[src/rtl/hfrv_uart_pkg.sv]
// Shared types and helpers for the hfrv UART blocks.
package hfrv_uart_pkg;

  typedef enum logic [2:0] {
    IDLE,
    START,
    DATA,
    STOP,
    BREAK
  } uart_rx_state_t;

  localparam int UART_DATA_BITS = 8;

  // Width of a down-counter that has to hold values up to clk_div-1.
  function automatic int uart_cnt_w(input int clk_div);
    return (clk_div < 2) ? 1 : $clog2(clk_div);
  endfunction

endpackage

[src/rtl/hfrv_sync_fifo.sv]
// Single-clock first-word-fall-through FIFO with occupancy count and drop flag.
module hfrv_sync_fifo #(
  parameter int WIDTH = 8,
  parameter int DEPTH = 8
) (
  input  logic                     clk,
  input  logic                     reset,
  input  logic                     push,
  input  logic [WIDTH-1:0]         din,
  input  logic                     pop,
  output logic [WIDTH-1:0]         dout,
  output logic                     valid,
  output logic                     drop,
  output logic [$clog2(DEPTH):0]   count
);

  localparam int AW = $clog2(DEPTH);

  logic [WIDTH-1:0] mem [DEPTH];
  logic [AW-1:0]    rd_ptr;
  logic [AW-1:0]    wr_ptr;
  logic             full;
  logic             pop_fire;
  logic             push_ok;

  assign valid    = (count != '0);
  assign full     = (count == (AW+1)'(DEPTH));
  assign pop_fire = pop && valid;
  // A pop in the same cycle frees the slot, so a full FIFO can still accept.
  assign push_ok  = push && (!full || pop_fire);
  assign drop     = push && !push_ok;
  assign dout     = valid ? mem[rd_ptr] : '0;

  always_ff @(posedge clk) begin
    if (reset) begin
      rd_ptr <= '0;
      wr_ptr <= '0;
      count  <= '0;
    end else begin
      if (push_ok)  wr_ptr <= wr_ptr + 1'b1;
      if (pop_fire) rd_ptr <= rd_ptr + 1'b1;
      case ({push_ok, pop_fire})
        2'b10:   count <= count + 1'b1;
        2'b01:   count <= count - 1'b1;
        default: count <= count;
      endcase
    end
  end

  always_ff @(posedge clk) begin
    if (push_ok) mem[wr_ptr] <= din;
  end

endmodule

[src/rtl/hfrv_uart_rx.sv]
// 8N1 UART receiver: 2-flop synchronizer, mid-bit sampling FSM, framing-error
// detection and a FWFT output FIFO with valid/ready.
module hfrv_uart_rx
  import hfrv_uart_pkg::*;
#(
  parameter int CLK_DIV    = 16,
  parameter int FIFO_DEPTH = 8
) (
  input  logic                          clk,
  input  logic                          reset,
  input  logic                          uart_tx,
  output logic [7:0]                    rx_data,
  output logic                          rx_valid,
  input  logic                          rx_ready,
  output logic                          frame_err,
  output logic                          overflow,
  output logic [$clog2(FIFO_DEPTH):0]   fifo_count
);

  localparam int            CW      = uart_cnt_w(CLK_DIV);
  localparam logic [CW-1:0] HALF_M1 = CW'(CLK_DIV / 2 - 1);
  localparam logic [CW-1:0] FULL_M1 = CW'(CLK_DIV - 1);
  localparam logic [2:0]    LAST_IX = 3'(UART_DATA_BITS - 1);

  uart_rx_state_t state, state_nxt;

  logic                      sync_p0;
  logic                      rxs_p1;
  logic                      rxs_prev_p2;
  logic [CW-1:0]             cnt;
  logic [CW-1:0]             cnt_val;
  logic                      cnt_load;
  logic                      expired;
  logic [2:0]                bit_idx;
  logic                      idx_clr;
  logic                      shift_en;
  logic [UART_DATA_BITS-1:0] shreg;
  logic                      byte_done;
  logic                      stop_bad;
  logic                      fifo_drop;

  // Synchronizer stages; the delayed copy feeds start-edge detection.
  always_ff @(posedge clk) begin
    if (reset) begin
      sync_p0     <= 1'b1;
      rxs_p1      <= 1'b1;
      rxs_prev_p2 <= 1'b1;
    end else begin
      sync_p0     <= uart_tx;
      rxs_p1      <= sync_p0;
      rxs_prev_p2 <= rxs_p1;
    end
  end

  assign expired = (cnt == '0);

  always_ff @(posedge clk) begin
    if (reset) state <= IDLE;
    else       state <= state_nxt;
  end

  always_comb begin
    state_nxt = state;
    cnt_load  = 1'b0;
    cnt_val   = FULL_M1;
    idx_clr   = 1'b0;
    shift_en  = 1'b0;
    byte_done = 1'b0;
    stop_bad  = 1'b0;
    case (state)
      IDLE: begin
        if (!rxs_p1 && rxs_prev_p2) begin
          state_nxt = START;
          cnt_load  = 1'b1;
          cnt_val   = HALF_M1;
        end
      end
      START: begin
        if (expired) begin
          if (rxs_p1) begin
            state_nxt = IDLE;
          end else begin
            state_nxt = DATA;
            cnt_load  = 1'b1;
            idx_clr   = 1'b1;
          end
        end
      end
      DATA: begin
        if (expired) begin
          shift_en = 1'b1;
          cnt_load = 1'b1;
          if (bit_idx == LAST_IX) state_nxt = STOP;
        end
      end
      STOP: begin
        if (expired) begin
          if (rxs_p1) begin
            byte_done = 1'b1;
            state_nxt = IDLE;
          end else begin
            stop_bad  = 1'b1;
            state_nxt = BREAK;
          end
        end
      end
      BREAK: begin
        if (rxs_p1) state_nxt = IDLE;
      end
      default: state_nxt = IDLE;
    endcase
  end

  // Bit timing counter, bit index and registered status pulses.
  always_ff @(posedge clk) begin
    if (reset) begin
      cnt       <= '0;
      bit_idx   <= '0;
      frame_err <= 1'b0;
      overflow  <= 1'b0;
    end else begin
      if (cnt_load)     cnt <= cnt_val;
      else if (!expired) cnt <= cnt - 1'b1;
      if (idx_clr)       bit_idx <= '0;
      else if (shift_en) bit_idx <= bit_idx + 1'b1;
      frame_err <= stop_bad;
      overflow  <= fifo_drop;
    end
  end

  // LSB arrives first, so shift in from the top.
  always_ff @(posedge clk) begin
    if (shift_en) shreg <= {rxs_p1, shreg[UART_DATA_BITS-1:1]};
  end

  hfrv_sync_fifo #(
    .WIDTH (UART_DATA_BITS),
    .DEPTH (FIFO_DEPTH)
  ) u_fifo (
    .clk   (clk),
    .reset (reset),
    .push  (byte_done),
    .din   (shreg),
    .pop   (rx_ready),
    .dout  (rx_data),
    .valid (rx_valid),
    .drop  (fifo_drop),
    .count (fifo_count)
  );

endmodule
[config.mk]
export PLATFORM = sky130hd
export DESIGN_NAME = hfrv_uart_rx
export DESIGN_NICKNAME = d
export VERILOG_FILES = /design/src/rtl/hfrv_uart_pkg.sv /design/src/rtl/hfrv_sync_fifo.sv /design/src/rtl/hfrv_uart_rx.sv
export SDC_FILE = /design/constraint.sdc
export NUM_CORES = 1
export LEC_CHECK = 0
export ABC_AREA = 1
export CAP_MARGIN = 40
export CORE_ASPECT_RATIO = 2
export CORE_MARGIN = 4
export CORE_UTILIZATION = 40
export CTS_BUF_LIST = sky130_fd_sc_hd__clkbuf_8
export CTS_CLUSTER_DIAMETER = 200
export DETAILED_ROUTE_END_ITERATION = 10
export PLACE_DENSITY = 0.63
export SYNTH_ARGS = -nofsm -noshare
export SYNTH_HDL_FRONTEND = slang
export SYNTH_SLANG_ARGS = --single-unit
export TNS_END_PERCENT = 10
[constraint.sdc]
create_clock -name clk -period 3.03 [get_ports clk]
set_clock_uncertainty 0.15 [all_clocks]
set_input_delay 0.909 -clock clk [delete_from_list [all_inputs] [get_ports clk]]
set_output_delay 0.909 -clock clk [all_outputs]
set_load 0.005 [all_outputs]
==> results.toml, run 1 <==
[global_route]
grt_usage_pct = 14.4
grt_max_degree = 33
grt_overflow = 0
top_usage_layer = "met2"
grt.met3_usage_pct = 2.86
antenna_found_initial = 0
grt_pass1_vias = 2725
grt_use_met2_pct = 26.8
grtUsageMet1_pct = 15.0
grt_pass1_wl_um = 13100

[power_and_ir_drop]
p_leak_nw = 1.81
fin_total_pwr_mw = 4.02
power_density_mw_per_mm2 = 827
ir_drop_mv = 0.645

[floorplanning]
ioPinCount = 19
rows = 52
die_w_um = 79.6
core_mm2 = 0.0101
initial_utilization_pct = 40.7
die_h_um = 151
die_area_mm2 = 0.0120

[yosys]
synth_edf_count = 72
synth-seq-cells = 100
synth-warning-count = 0
ys_seq_area_share_pct = 66.4
syn_avg_cell_area_um2 = 11.2
synth_nets = 380
synthesis.area_mm2 = 0.00410
synth_flop_cell = "edfxtp_1"
synthDistinctLibCells = 31
ys_async_sr_fraction_pct = 0
synth_cells = 367

[worst_setup_path]
cpPeakStageDelay_ps = 520
critPathMostFrequentCell = "nor2_1"
critical-path-top-delay-family = "buffers and inverters"
r2r_end = "u_fifo.count[2]"
crit_type = "reg2out"
reg2reg_from = "cnt[0]"
r2r_cells = 14
critPathLaunchType = "flip-flop"
endpoint_kind = "output pin"
worstPathCellList = "inv_1, buf_8, nor2_1, o22ai_1, nor2_1, nor2_1, clkdlybuf4s50_1"
critPathArrivalTime_ps = 1970
path_buf_inv = 3
critPathSlowestCell = "clkdlybuf4s50_1"
critical_path_required_ps = 1970
path_max_fanout = 16
worst-r2r-setup-slack_ps = 670

[sta]
relSlewSlack_pct = 68.4
min_period_over_period_pct = 99.9
rsz0062_at_grt = "yes"
period_minus_slack_ps = 3030
worstMarginPinSlew_ps = 473
drv_slew = 0
holdWs_ps = 267
max_freq_mhz = 330
hold_violations = 0
setup_viol = 0

[cts]
cts_tree = "yes"
clock_latency_ps = 350
cts_hold_buf = 0
max-clock-path-buffers = 2
cts_buffers = 9
cts_num_sinks = 100
h-tree-depth = 3
clk_pin_slew_ps = 90
clock_tree.root_cell = "clkbuf_8"
cts_setup_buffers = 0

[detailed_routing]
dr.pass1.iters = 4
via_per_inst = 5.02
wl_um = 8060
vias = 2722
drt_drc_violations_left = 0
postRouteAntennaNets = 0
avgRoutedWirePerCell_um = 14.9
dr.first_iter.drc_count = 258

[placement]
dp_hpwl_um = 5470
dp_cells = 525
gp_congestion = 0.814
numPortBuffers = 18

[cells_and_area]
final_common_cell = "edfxtp_1"
nFillCells = 907
layout-drive-gt1-share_pct = 13.3
final_cell_mix = "72 x edfxtp_1, 61 x nor2_1, 43 x o21ai_0"
syn_to_final_growth_pct = 18.6
nets = 415
stdcell_count = 542
antennaDiodeCount = 0

[run]
maxCapViolations = 0

[status]
status = "complete, no violations"

[min_path]
hold_class = "reg2reg"
min_path_cells = 1
holdPathEnd = "rxs_p1"
min-delay-start = "sync_p0"
worst max-delay path by stage:
stage / slack (ps) / depth (start not counted) / startpoint / endpoint
finish: 4 / 7 / flip-flop / rx_data[6]
detailed placement: -20 / 13 / rx_ready / u_fifo.count[2]
floorplan: 510 / 6 / rx_ready / u_fifo.mem[0][0]
global placement: 30 / 13 / rx_ready / u_fifo.count[2]
global route: -150 / 7 / flip-flop / rx_data[6]
CTS: -40 / 8 / flip-flop / rx_data[6]
power by group:
part           switching [mW]  internal (mW)  leakage (nW)
Combinational           0.764          0.642         0.820
Sequential             0.0821           1.53         0.876
Clock                   0.454          0.554         0.116
flip-flops by register name (all words and copies together), names as in the netlist, 3 cells and up, named ones only:
register	cells
bit_idx	3
cnt	4
shreg	8
state	3
u_fifo.count	4
u_fifo.mem	64
u_fifo.rd_ptr	3
u_fifo.wr_ptr	3
worst reg2reg max path: stages (launching register included):
cell,delay (ps)
dfxtp_1,310
inv_1,120
ha_1,190
nand2_1,100
nor2_4,180
nand4_4,120
ha_1,260
nand2_1,100
inv_1,40
nor2_1,150
ha_1,170
a21oi_1,40
xnor2_1,130
o21ai_0,140
inv_1,60
logic make-up (layout without fill, tap and decap cells):
| kind of cell | after synthesis | in the layout | synth area share, % |
|---|---|---|---|
| AND/OR/NAND/NOR | 130 | 130 | 14.4 |
| flip-flops | 100 | 100 | 66.4 |
| AO/OA/AOI/OAI | 76 | 76 | 9.64 |
| buffers and inverters | 39 | 79 | 3.87 |
| adder cells (fa/ha/maj) | 9 | 9 | 2.74 |
| multiplexers | 8 | 8 | 1.95 |
| XOR/XNOR | 5 | 5 | 1.07 |
metrics by stage:
step                      util [%]  TNS, ps  area, um^2  worst slack, ps
final                         48.3        0        4870             3.60
after global routing          48.3     -364        4870             -146
after CTS                     47.7     -120        4810            -43.0
after detailed placement      45.1    -16.6        4550            -16.6
after global placement        45.1        0        4550             30.0
after floorplan                  -        0        4100              511
per-layer routing:
metal  up-vias  share of wire (%)
met1      1307                 38
met3        13                3.0
li1       1353                  -
met2        49                 56
met4         0                2.5
met5         -                  0
layout make-up:
class / count / area (um^2) / area share, %
clock buffers: 9 / 124 / 2.55
inverters: 27 / 103 / 2.11
clock inverters: 7 / 123 / 2.52
well taps: 135 / 169 / 3.47
multi-input cells: 228 / 1240 / 25.5
repair buffers: 36 / 382 / 7.84
flip-flops and latches: 100 / 2730 / 56.0
cell usage after synthesis (all sizes together) (3+ instances only):
| master | instances | share of area, % |
|---|---|---|
| a21oi | 17 | 2.1 |
| buf | 8 | 1.0 |
| clkbuf | 4 | 0.37 |
| dfxtp | 28 | 14 |
| edfxtp | 72 | 53 |
| ha | 9 | 2.7 |
| inv | 26 | 2.4 |
| mux2i | 8 | 2.0 |
| nand2 | 37 | 3.6 |
| nand3 | 13 | 1.8 |
| nand4 | 5 | 1.1 |
| nor2 | 62 | 5.9 |
| nor3 | 10 | 1.5 |
| o21ai | 49 | 6.0 |
| o22ai | 8 | 1.2 |
| xor2 | 3 | 0.64 |
timing repair:
| item | 4_1_cts | 5_1_grt |
|---|---|---|
| gates cloned | 0 | 1 |
| setup endpoints to repair | 8 | 8 |
| pin swaps | 3 | 4 |
| resized for setup | 7 | 11 |
Power figures use the tool's default switching activity.
==> run 2: changes to the inputs <==
--- a/config.mk
+++ b/config.mk
@@ -10,7 +10,6 @@
 export CORE_ASPECT_RATIO = 2
 export CORE_MARGIN = 4
 export CORE_UTILIZATION = 40
-export CTS_BUF_LIST = sky130_fd_sc_hd__clkbuf_8
 export CTS_CLUSTER_DIAMETER = 200
 export DETAILED_ROUTE_END_ITERATION = 10
 export PLACE_DENSITY = 0.63
==> results.toml, run 2 (synthesized netlist as in run 1, its figures left out) <==
[worst_setup_path]
critPathArrivalTime_ps = 1960
crit_type = "reg2out"
critPathLaunchType = "flip-flop"
path_max_fanout = 16
endpoint_kind = "output pin"
critical_path_required_ps = 1970

[placement]
dpl_cell_area_mm2 = 0.00455
dp_cells = 525
numPortBuffers = 18
gp_congestion = 0.814
post-place-ws_ps = -16.6
dp_hpwl_um = 5470

[status]
status = "complete, no violations"

[power_and_ir_drop]
p_leak_nw = 1.81
clock_power_share_pct = 30.6
swShare_pct = 31.0
fin_total_pwr_mw = 4.26
combPwrFrac_pct = 31.8
power_density_mw_per_mm2 = 867
switchingPower_mw = 1.32
power_frac_seq_pct = 37.6
ir_drop_mv = 0.663
p_int_mw = 2.94

[cells_and_area]
stdcell_count = 541
final_common_cell = "edfxtp_1"
layout-drive-gt1-share_pct = 12.6
syn_to_final_growth_pct = 19.8
reg_top3 = "u_fifo.mem: 64 flops, shreg: 8 flops"
nets = 414
fin_area_mm2 = 0.00491
largest_reg_flops = 64
regMostFlops = "u_fifo.mem"
antennaDiodeCount = 0
final_cell_mix = "72 x edfxtp_1, 61 x nor2_1, 45 x o21ai_0"
fin_util_pct = 48.7

[min_path]
hold_class = "reg2reg"

[cts]
cts_tree = "yes"
cts_num_sinks = 100
cts_hold_buf = 0
clk_pin_slew_ps = 70
cts_buffers = 9
h-tree-depth = 3
cts_setup_buffers = 0
clock_tree.root_cell = "clkbuf_16"
max-clock-path-buffers = 2
clock_latency_ps = 340

[floorplanning]
ioPinCount = 19
rows = 52
initial_utilization_pct = 40.7
die_w_um = 79.6
die_h_um = 151
core_mm2 = 0.0101
die_area_mm2 = 0.0120

[detailed_routing]
route.met2.wl_um = 4460
wl_um = 7990
dr.first_iter.drc_count = 280
vias = 2746
wirelength_met1_um = 3000
via_per_inst = 5.08
top_layer = "met4"
avgRoutedWirePerCell_um = 14.8
dr.pass1.iters = 4
postRouteAntennaNets = 0
routed-wl-met3_um = 307
drt_drc_violations_left = 0

[global_route]
grt_overflow = 0
grt_usage_pct = 14.5
grt_pass1_vias = 2729
grt_max_degree = 33
antenna_found_initial = 0
grt_pass1_wl_um = 13100

[sta]
drv_slew = 0
hold_violations = 0
tns_ps = 0
min_period_over_period_pct = 99.8
period_minus_slack_ps = 3020
rsz0062_at_grt = "yes"
fin_ws_ps = 6.43
setup_viol = 0
holdWs_ps = 261
max_freq_mhz = 331
relSlewSlack_pct = 68.5
worstMarginPinSlew_ps = 473

[run]
maxCapViolations = 0
-- run 2: cell types whose count changed in the layout (fill, tap and decap cells not counted), moves of 2 or more --
| cell | previous run | this run |
|---|---|---|
| o22ai_1 | 5 | 7 |
| dlymetal6s2s_1 | 5 | 3 |
| clkbuf_8 | 9 | 0 |
| o22ai_2 | 3 | 1 |
| clkbuf_16 | 1 | 9 |
| o21ai_1 | 6 | 4 |
| o21ai_0 | 43 | 45 |
-- run 2: path summary, 6_finish.rpt --
kind,from,endpoint,slack (ps),depth (start not counted)
worst min-delay path,sync_p0,rxs_p1,260,1
worst min register to register,sync_p0,rxs_p1,260,1
worst max-delay path,flip-flop,rx_data[5],6,7
worst max register to register,cnt[0],u_fifo.count[2],670,14
-- run 2: what timing repair did --
item / CTS / global route
hold endpoints to repair: 0 / 0
gates cloned: 0 / 0
pin swaps: 2 / 2
gates resized for setup: 6 / 4
setup endpoints to repair: 7 / 7
-- run 2: cell type report --
class                   instances  area (um^2)
clock buffers                   9          225
clock inverters                 7          123
fillers                       897         5170
inverters                      27          103
multi-input cells             228         1230
flip-flops and latches        100         2720
well taps                     135          169
repair buffers                 35          343
-- run 2: routing by layer --
layer	vias up	global-route usage, %
li1	1355	-
met1	1320	14.9
met2	56	26.8
met3	15	3.21
met4	0	7.23
met5	-	0
-- run 2: critical path, cell delays in order (launching register included) --
cell	delay, ps
dfxtp_2	340
inv_1	80
buf_6	180
nor2_1	60
o22ai_1	230
nor2_1	70
nor2_1	140
clkdlybuf4s50_1	520
-- run 2: power groups by stage --
stage	sequential (mW)	clock, mW	combinational, mW
after detailed placement	1.63	0	1.37
final	1.60	1.31	1.35
after global routing	1.61	1.39	1.53
after CTS	1.60	1.33	1.39
after floorplan	1.61	0	0.834
after global placement	1.63	0	1.34
==> run 3: changes to the inputs <==
--- a/config.mk
+++ b/config.mk
@@ -5,13 +5,13 @@
 export SDC_FILE = /design/constraint.sdc
 export NUM_CORES = 1
 export LEC_CHECK = 0
-export ABC_AREA = 1
 export CAP_MARGIN = 40
 export CORE_ASPECT_RATIO = 2
 export CORE_MARGIN = 4
 export CORE_UTILIZATION = 40
 export CTS_CLUSTER_DIAMETER = 200
 export DETAILED_ROUTE_END_ITERATION = 10
+export GPL_TIMING_DRIVEN = 1
 export PLACE_DENSITY = 0.63
 export SYNTH_ARGS = -nofsm -noshare
 export SYNTH_HDL_FRONTEND = slang
==> results.toml, run 3 <==
[sta]
worstMarginPinSlew_ps = 831
relSlewSlack_pct = 44.4
fin_ws_ps = 74.2
min_period_over_period_pct = 97.6
tns_ps = 0
period_minus_slack_ps = 2960
rsz0062_at_grt = "no"
drv_slew = 0
setup_viol = 0
max_freq_mhz = 338
hold_violations = 0

[worst_setup_path]
critical_path_required_ps = 1970
cp.depth = 5
cpPeakStageDelay_ps = 520
critPathArrivalTime_ps = 1900
critPathSlowestCell = "mux4_2"
r2r_cells = 11
path_max_fanout = 8
worstPathCellList = "buf_12, mux4_2, mux2i_1, nor2_1, dlygate4sd2_1"
crit_type = "reg2out"
critical-path-top-delay-family = "multiplexers"
endpoint_kind = "output pin"
path_buf_inv = 2
critPathLaunchType = "flip-flop"

[detailed_routing]
route.met2.wl_um = 4400
drt_drc_violations_left = 0
avgRoutedWirePerCell_um = 16.8
wirelength_met1_um = 2700
wl_um = 7420
dr.first_iter.drc_count = 133
vias = 2195
routed-wl-met3_um = 200
top_layer = "met4"
dr.pass1.iters = 4
postRouteAntennaNets = 0
via_per_inst = 4.97

[cts]
cts_buffers = 9
max-clock-path-buffers = 2
clk_pin_slew_ps = 60
cts_num_sinks = 100
cts_hold_buf = 0
clock_latency_ps = 330
clock_tree.root_cell = "clkbuf_16"
cts_tree = "yes"
h-tree-depth = 3

[floorplanning]
ioPinCount = 19
initial_utilization_pct = 41.2
die_w_um = 79.2
rows = 51
die_h_um = 150
core_mm2 = 0.00983
die_area_mm2 = 0.0119

[global_route]
grt_pass1_wl_um = 12000
grt_overflow = 0
grt_pass1_vias = 2357
grt_max_degree = 17
grt_usage_pct = 13.7
antenna_found_initial = 0

[yosys]
synth-warning-count = 0
synthesis.area_mm2 = 0.00405
yosys-top-cells-count = "72 x edfxtp_1, 30 x nor2_1, 28 x dfxtp_1, 16 x mux4_2, 13 x mux2i_1"
yosys.area.top_type = "edfxtp_1"
ys_seq_area_share_pct = 67.2
synthTopCellsByArea = "edfxtp_1 53%, dfxtp_1 14%, mux4_2 8.9%, mux2i_1 3.2%, ha_1 2.8%"
synth_edf_count = 72
post-synth-top-count-cell = "edfxtp_1"
synthDistinctLibCells = 38
syn_avg_cell_area_um2 = 15.5
synth_top_area_share_pct = 53.3
synth-seq-cells = 100
synth_cells = 262
synth_nets = 275
ys_async_sr_fraction_pct = 0
synth_flop_cell = "edfxtp_1"

[cells_and_area]
stdcell_count = 442
layout-drive-gt1-share_pct = 21.0
final_cell_mix = "72 x edfxtp_1, 30 x nor2_1, 27 x dfxtp_1"
largest_reg_flops = 64
nets = 318
antennaDiodeCount = 0
final_common_cell = "edfxtp_1"
regMostFlops = "u_fifo.mem"
syn_to_final_growth_pct = 19.6
reg_top3 = "u_fifo.mem: 64 flops, shreg: 8 flops"

[power_and_ir_drop]
ir_drop_mv = 0.402
p_leak_nw = 1.71
power_density_mw_per_mm2 = 591
fin_total_pwr_mw = 2.87

[placement]
numPortBuffers = 18
gp_congestion = 0.785
dp_hpwl_um = 5130
post-place-ws_ps = -200
dp_cells = 424

[min_path]
min_path_cells = 1
hold_class = "reg2reg"

[status]
status = "complete, no violations"

[run]
maxCapViolations = 0
[run 3: changes by cell type after synthesis, moves of 6 or more]
| cell | before | now |
|---|---|---|
| o21ai_0 | 48 | 5 |
| nor2_1 | 61 | 30 |
| nand2_1 | 34 | 11 |
| mux4_2 | 0 | 16 |
| inv_1 | 21 | 6 |
| a21oi_1 | 17 | 7 |
| o22ai_1 | 8 | 1 |
| nand3_1 | 11 | 5 |
[run 3: logic make-up (layout without fill, tap and decap cells)]
| kind of cell | Yosys count | count (layout) | share of synthesized area [%] |
|---|---|---|---|
| AND/OR/NAND/NOR | 77 | 77 | 10.2 |
| XOR/XNOR | 8 | 8 | 1.73 |
| AO/OA/AOI/OAI | 22 | 22 | 3.98 |
| multiplexers | 31 | 31 | 12.7 |
| buffers and inverters | 15 | 63 | 1.45 |
| adder cells (fa/ha/maj) | 9 | 9 | 2.78 |
| flip-flops | 100 | 100 | 67.2 |
[run 3: what timing repair did]
item	CTS	global route
cloned	1	0
buffers inserted	0	1
endpoints found under the hold margin	0	0
pin swaps	0	1
endpoints found under the setup margin	9	1
resized for setup	11	0
[run 3: final cells by class]
type | instances | area, um^2
Inverter | 6 | 22.5
Clock inverter | 4 | 51.3
Tap cell | 132 | 165
Timing Repair Buffer | 41 | 375
Clock buffer | 12 | 236
Fill cell | 888 | 4980
Sequential cell | 100 | 2730
Multi-Input combinational cell | 147 | 1270
[run 3: power breakdown]
group          internal, mW  switching (mW)  leakage, nW
Clock                 0.641           0.458        0.133
Combinational         0.139           0.124        0.700
Sequential             1.47          0.0305        0.875
Total                  2.25           0.612         1.71
[run 3: through the flow]
| step | hold slack, ps | instance area, um^2 | utilization (%) |
|---|---|---|---|
| 6_report | 270 | 4850 | 49.3 |
| 5_1_grt | 292 | 4850 | 49.3 |
| 4_1_cts | 277 | 4840 | 49.3 |
| 3_5_place_dp | 262 | 4530 | 46.1 |
| 3_3_place_gp | 247 | 4530 | 46.1 |
| 2_1_floorplan | 239 | 4050 | - |
[run 3: routing by layer]
metal,vias to the layer above,track usage (%)
met5,-,0
met4,0,5.42
met3,10,2.99
met2,38,26.3
met1,1081,14.1
li1,1066,-
[run 3: worst paths after layout]
path	to	start	slack [ps]
setup / recovery	rx_data[5]	flip-flop	70
hold / removal	rxs_p1	sync_p0	270
setup reg to reg	u_fifo.count[2]	cnt[0]	300
hold reg to reg	rxs_p1	sync_p0	270
